===== config.mk =====
export PLATFORM = sky130hd
export DESIGN_NAME = pulse_arb
export DESIGN_NICKNAME = d
export VERILOG_FILES = /design/src/rtl/pulse_arb_pkg.sv /design/src/rtl/pulse_arb_req_edge_det.sv /design/src/rtl/pulse_arb.sv
export SDC_FILE = /design/constraint.sdc
export NUM_CORES = 1
export LEC_CHECK = 0
export ABC_AREA = 1
export BUFFER_PORTS_ARGS = -buffer_cell sky130_fd_sc_hd__buf_2
export CORE_UTILIZATION = 45
export DETAILED_ROUTE_END_ITERATION = 16
export MAX_ROUTING_LAYER = met4
export PLACE_DENSITY = 0.73
export RECOVER_POWER = 25
export SYNTH_ARGS = -nofsm -noshare
export SYNTH_HDL_FRONTEND = slang
export SYNTH_SLANG_ARGS = --single-unit

===== constraint.sdc =====
create_clock -name CLK -period 1.51 [get_ports CLK]
set_input_delay 0.302 -clock CLK [delete_from_list [all_inputs] [get_ports CLK]]
set_output_delay 0.302 -clock CLK [all_outputs]
set_load 0.03 [all_outputs]

===== src/rtl/pulse_arb_pkg.sv =====
// pulse_arb_pkg: FSM state type and default configuration shared by pulse_arb.
package pulse_arb_pkg;
    localparam int NUM_REQ_DEF     = 4;
    localparam int TIMEOUT_CYC_DEF = 255;
    typedef enum logic [1:0] {IDLE, ISSUE, WAIT_BUSY, WAIT_DONE} arb_state_e;
endpackage


===== src/rtl/pulse_arb_req_edge_det.sv =====
// req_edge_det: registers each request level and flags 0->1 transitions.
module req_edge_det #(
    parameter int W = 4
) (
    input  logic         clk,
    input  logic         rst,
    input  logic [W-1:0] lvl_i,
    output logic [W-1:0] rise_o
);
    logic [W-1:0] lvl_q;
    always_ff @(posedge clk) lvl_q <= rst ? '0 : lvl_i;
    // Previous sample clears on reset, so a level already high afterwards counts as an edge.
    assign rise_o = lvl_i & ~lvl_q;
endmodule


===== src/rtl/pulse_arb.sv =====
// pulse_arb: round-robin arbiter turning request edges into one-cycle start strobes.
// Define PULSE_ARB_TIMEOUT_EN to abandon grants whose resource never goes busy.
module pulse_arb import pulse_arb_pkg::*; #(
    parameter int NUM_REQ     = NUM_REQ_DEF,
    parameter int TIMEOUT_CYC = TIMEOUT_CYC_DEF
) (
    input  logic                       CLK,
    input  logic                       RST,
    input  logic [NUM_REQ-1:0]         REQ_LVL,
    input  logic                       RES_BUSY,
    output logic                       START_PULSE,
    output logic [$clog2(NUM_REQ)-1:0] GRANT_ID,
    output logic [NUM_REQ-1:0]         PENDING,
    output logic                       TIMEOUT_ERR
);
    localparam int IW = $clog2(NUM_REQ);
    if (NUM_REQ < 2 || NUM_REQ > 8 || TIMEOUT_CYC < 1 || TIMEOUT_CYC > 65535) begin : g_bad_cfg
        $error("pulse_arb: parameter out of range");
    end
    arb_state_e state_q, state_d;
    logic [NUM_REQ-1:0] rise, clr, pending_q, pending_d;
    logic [IW-1:0] grant_q, grant_d, ptr_q, ptr_d, win;
    req_edge_det #(.W(NUM_REQ)) u_edge (
        .clk    (CLK),
        .rst    (RST),
        .lvl_i  (REQ_LVL),
        .rise_o (rise)
    );
    // Scan downward so the pending index closest after the pointer is the last one written.
    always_comb begin
        win = '0;
        for (int k = NUM_REQ - 1; k >= 0; k--) begin
            if (pending_q[IW'((int'(ptr_q) + k) % NUM_REQ)]) win = IW'((int'(ptr_q) + k) % NUM_REQ);
        end
    end
`ifdef PULSE_ARB_TIMEOUT_EN
    logic [15:0] cnt_q;
    logic tmo, err_q;
    assign tmo = (state_q == WAIT_BUSY) && !RES_BUSY && (cnt_q == 16'(TIMEOUT_CYC - 1));
    always_ff @(posedge CLK) begin
        cnt_q <= (RST || state_q != WAIT_BUSY) ? '0 : cnt_q + 1'b1;
        err_q <= !RST && tmo;
    end
    assign TIMEOUT_ERR = err_q;
`else
    assign TIMEOUT_ERR = 1'b0;
`endif
    always_comb begin
        state_d = state_q;
        grant_d = grant_q;
        ptr_d   = ptr_q;
        clr     = '0;
        case (state_q)
            IDLE: if (|pending_q) begin
                state_d = ISSUE;
                grant_d = win;
                ptr_d   = (win == IW'(NUM_REQ - 1)) ? '0 : win + 1'b1;
                clr     = NUM_REQ'(1) << win;
            end
            ISSUE: state_d = WAIT_BUSY;
            WAIT_BUSY: begin
                if (RES_BUSY) state_d = WAIT_DONE;
`ifdef PULSE_ARB_TIMEOUT_EN
                else if (tmo) state_d = IDLE;
`endif
            end
            WAIT_DONE: if (!RES_BUSY) state_d = IDLE;
            default: state_d = IDLE;
        endcase
    end
    // A fresh edge outranks the grant's clear of the same bit.
    assign pending_d = (pending_q & ~clr) | rise;
    always_ff @(posedge CLK) begin
        if (RST) begin
            state_q   <= IDLE;
            pending_q <= '0;
            grant_q   <= '0;
            ptr_q     <= '0;
        end else begin
            state_q   <= state_d;
            pending_q <= pending_d;
            grant_q   <= grant_d;
            ptr_q     <= ptr_d;
        end
    end
    assign START_PULSE = (state_q == ISSUE);
    assign GRANT_ID    = grant_q;
    assign PENDING     = pending_q;
endmodule


==> impl_summary.txt <==
----------------------------------------------------
[Timing]
  Share of the clock period used by the worst path ... 1.07
  Number of pins exceeding their max-slew limit in the final report ... 0
  Shortest period the worst path allows ... about 1600 ps
  Setup TNS ... -565 ps
  Final hold violations ... 0
  Final setup violation count ... 7
  Worst hold-check slack ... roughly 220 ps
  Setup clock skew after layout ... 1.73 ps
  Setup repair after global routing missed its margin ... true
  Maximum clock rate ... between 600 and 700 MHz
  Post-route worst setup slack ... -108 ps

[Worst setup path]
  Setup crit start kind ... flop
  Worst-path fanout max ... 8
  Crit path largest cell delay ... approximately 400 ps
  Required time reported for the critical path endpoint ... 1690 ps
  Total stage count of the critical path ... 11
  Type of destination of the critical path ... flop
  Worst Setup Path Type ... flop to flop
  CP Buf/Inv Count ... 1
  Cell type with the highest occurrence count on the critical path ... sky130_fd_sc_hd__nand2_2
  Length in cells of the worst reg-to-reg path ... 11
  Highest-delay cell along the critical path ... sky130_fd_sc_hd__dfxtp_4
  Top Family by Delay on Critical Path ... simple AND/OR/NAND/NOR gates
  Data arrival time at the worst-slack endpoint ... approximately 1800 ps
  Cell chain of the critical path ... o21ai_2 > nand2_2 > nand3_4 > nand2_2 > nand2_4 > nand2_8 > inv_4 > ha_1 > nand2_1 > a21oi_2 > nor2_1

[Pwr]
  Total Power Consumption ... roughly 2.3 mW
  VDD IR max ... 1.29 mV
  Static leakage ... approximately 0.57 nW
  Cell area power density ... 1980 nW/um^2

[Global routing]
  Number of global-route vias before repair ... 800
  Wire length of the first global-routing pass ... 3120 um
  Pin count of the biggest net entering global routing ... 11
  Overflow left after global routing ... 0
  Antenna violations before repair ... 0
  Total global-route track usage ... 0.222

[Placement]
  Port-buffer cells ... 13
  Detailed-placement wirelength estimate ... 1310 um
  RD Place Congestion ... about 0.79
  Cell count after placement ... ~160

[Synthesis]
  Most used flip-flop cell after synthesis ... sky130_fd_sc_hd__dfxtp_1
  Avg Cell Area, Syn ... 7.34 um^2
  Post-synth cell types ... 24
  Area contributors post-synth ... sky130_fd_sc_hd__dfxtp_1 34%, sky130_fd_sc_hd__ha_1 12%, sky130_fd_sc_hd__nand2_1 7.7%
  Leading post-synthesis cells by instance count ... 17 x sky130_fd_sc_hd__nand2_1, 16 x sky130_fd_sc_hd__inv_1, 14 x sky130_fd_sc_hd__dfxtp_1
  Number of standard cells after synthesis ... 113
  Library cell occupying the most area in the post-synthesis netlist ... sky130_fd_sc_hd__dfxtp_1
  Part of the Yosys area used for sequential elements ... 0.338
  Synth warnings ... 0
  Total standard cell area after synthesis ... about 830 um^2
  Net count after synthesis ... approximately 130
  Number of flops mapped to enable cells by yosys ... 0
  Share of the synthesized area in the top cell type ... 0.338
  Most common cell in the netlist ... sky130_fd_sc_hd__nand2_1
  Async set-reset flop share out of synthesis ... 0
  Flop and latch count out of synthesis ... 14

[Layout]
  Antenna Cells ... 0
  Proportion of layout cells with a drive suffix above 1 ... 0.544
  Nets ... 152
  Post-route insts no fill ... 161
  Final design utilization ... 0.680
  Area Growth Syn to Fin ... 41.6%

[Floorplanning]
  Core area ... ~1700 um^2
  Std cell rows ... 15
  I/O pin total ... 15
  Die width ... 44.9 um
  Initial Utilization ... 0.480
  Chip height ... between 40 and 50 um
  Die Outline Area ... 2020 um^2

[Hold path]
  Cell count of the worst hold path ... 3
  Type of the worst min-delay path ... input pin to flop

[Run]
  Max-cap check violation count ... 0

[Detailed routing]
  Vias after detailed routing ... roughly 800
  Vias per cell ... ~5
  Violation count after the first detailed-route iteration ... 22
  Total routed wirelength ... roughly 2100 um
  Router iterations before antenna repair ... 4
  DRC violation count after routing ... 0
  Number of nets with antenna violations after detailed routing ... 0
  Average wire per cell in the routed design ... 13.3 um

[Clock network]
  CTS tree ... yes
  TritonCTS Sinks ... 14
  CTS max path bufs ... 2
  H-Tree Depth ... 1
  Worst-skew pair later-pin latency ... 280 ps
  Cell chosen for the clock root ... sky130_fd_sc_hd__clkbuf_4
  Post-CTS clock slew at the launch and capture registers of the worst setup and hold paths ... 80 ps
  CTS Buf Count ... 3

[Status]
  Outcome ... complete, but fails checks
  Violated checks ... negative setup slack

----------------------------------------------------
[state kept, by name, indices dropped and copies added, names as in the netlist]
name          cells
PENDING           4
u_edge.lvl_q      4
GRANT_ID          2
ptr_q             2
state_q           2
[cell usage in the layout (no fill, tap or decap)]
cell type                  count
sky130_fd_sc_hd__buf_2        13
sky130_fd_sc_hd__inv_1        12
sky130_fd_sc_hd__nand2_2      11
sky130_fd_sc_hd__nor2_1       11
sky130_fd_sc_hd__dfxtp_1       8
sky130_fd_sc_hd__nand2_1       8
sky130_fd_sc_hd__buf_4         8
sky130_fd_sc_hd__nand3_2       6
sky130_fd_sc_hd__dfxtp_4       5
sky130_fd_sc_hd__inv_2         5
sky130_fd_sc_hd__a21oi_1       5
sky130_fd_sc_hd__ha_1          5
sky130_fd_sc_hd__inv_4         4
sky130_fd_sc_hd__a21oi_2       4
sky130_fd_sc_hd__nand2_4       3
sky130_fd_sc_hd__o21ai_2       3
sky130_fd_sc_hd__ha_4          3
sky130_fd_sc_hd__clkbuf_4      3
sky130_fd_sc_hd__nand3_1       2
sky130_fd_sc_hd__nand3_4       2
sky130_fd_sc_hd__nand4_1       2
sky130_fd_sc_hd__o21ai_1       2
sky130_fd_sc_hd__o21ai_0       2
sky130_fd_sc_hd__dfxtp_2       1
sky130_fd_sc_hd__and2_4        1
sky130_fd_sc_hd__nand2_8       1
sky130_fd_sc_hd__mux2i_1       1
sky130_fd_sc_hd__o22ai_1       1
sky130_fd_sc_hd__o31ai_1       1
sky130_fd_sc_hd__conb_1        1
sky130_fd_sc_hd__clkbuf_1      1
sky130_fd_sc_hd__buf_6         1
[layer usage]
layer  vias up  routed length (um)  part of all wire  track usage
met3        12                  71             0.033       0.0440
met1       370                 860              0.40        0.233
li1        401                   -                 -            -
met4         0                  80             0.037        0.170
met2        26                1120              0.53        0.362
met5         -                   0                 0            -
[report_power, final]
group	switching, mW	internal [mW]	total (mW)
clock	0.124	0.103	0.227
combinational	0.917	0.612	1.53
sequential	0.0998	0.468	0.568
total	1.14	1.18	2.32
[final timing paths]
| path | start | to | slack, ps |
|---|---|---|---|
| worst max-delay path | ptr_q[0]$_SDFFE_PP0P_ | PENDING[2]$_SDFF_PP0_ | -110 |
| worst min-delay path | REQ_LVL[3] | u_edge.lvl_q[3]$_SDFF_PP0_ | 220 |
| worst max register to register | ptr_q[0]$_SDFFE_PP0P_ | PENDING[2]$_SDFF_PP0_ | -110 |
| worst min register to register | u_edge.lvl_q[3]$_SDFF_PP0_ | PENDING[3]$_SDFF_PP0_ | 450 |
[cells by family after synthesis]
kind of cell,after synthesis,synth area share
AO/OA/AOI/OAI,18,0.127
AND/OR/NAND/NOR,47,0.270
adder cells (fa/ha/maj),8,0.121
other,1,0.00452
flip-flops,14,0.338
multiplexers,1,0.0121
buffers and inverters,24,0.128
[stage by stage]
| step | setup WS, ps | cell area (um^2) |
|---|---|---|
| 2_1_floorplan | 6.08 | 842 |
| 3_3_place_gp | -113 | 968 |
| 3_5_place_dp | -213 | 968 |
| 4_1_cts | -44.1 | 1060 |
| 5_1_grt | -209 | 1170 |
| 6_report | -108 | 1170 |
[area by class of cell]
cell class | count | area (um^2)
clock buffers | 4 | 26.3
fillers | 138 | 552
inverters | 21 | 88.8
multi-input cells | 75 | 592
flip-flops and latches | 14 | 300
well taps | 25 | 31.3
repair buffers | 22 | 136
[worst reg2reg max path, stage by stage (launching register included)]
cell and delay, ps:
sky130_fd_sc_hd__dfxtp_4 400, sky130_fd_sc_hd__o21ai_2 220, sky130_fd_sc_hd__nand2_2 110, sky130_fd_sc_hd__nand3_4 110, sky130_fd_sc_hd__nand2_2 70, sky130_fd_sc_hd__nand2_4 90, sky130_fd_sc_hd__nand2_8 80, sky130_fd_sc_hd__inv_4 70
sky130_fd_sc_hd__ha_1 140, sky130_fd_sc_hd__nand2_1 70, sky130_fd_sc_hd__a21oi_2 110, sky130_fd_sc_hd__nor2_1 50
[timing repair]
action | in CTS | in global routing
gates cloned | 0 | 0
pin swaps | 9 | 14
buffers inserted | 2 | 0
gates resized for setup | 17 | 26
hold buffers | 0 | 0
endpoints found under the setup margin | 6 | 8
(Power assumes the default switching activity.)
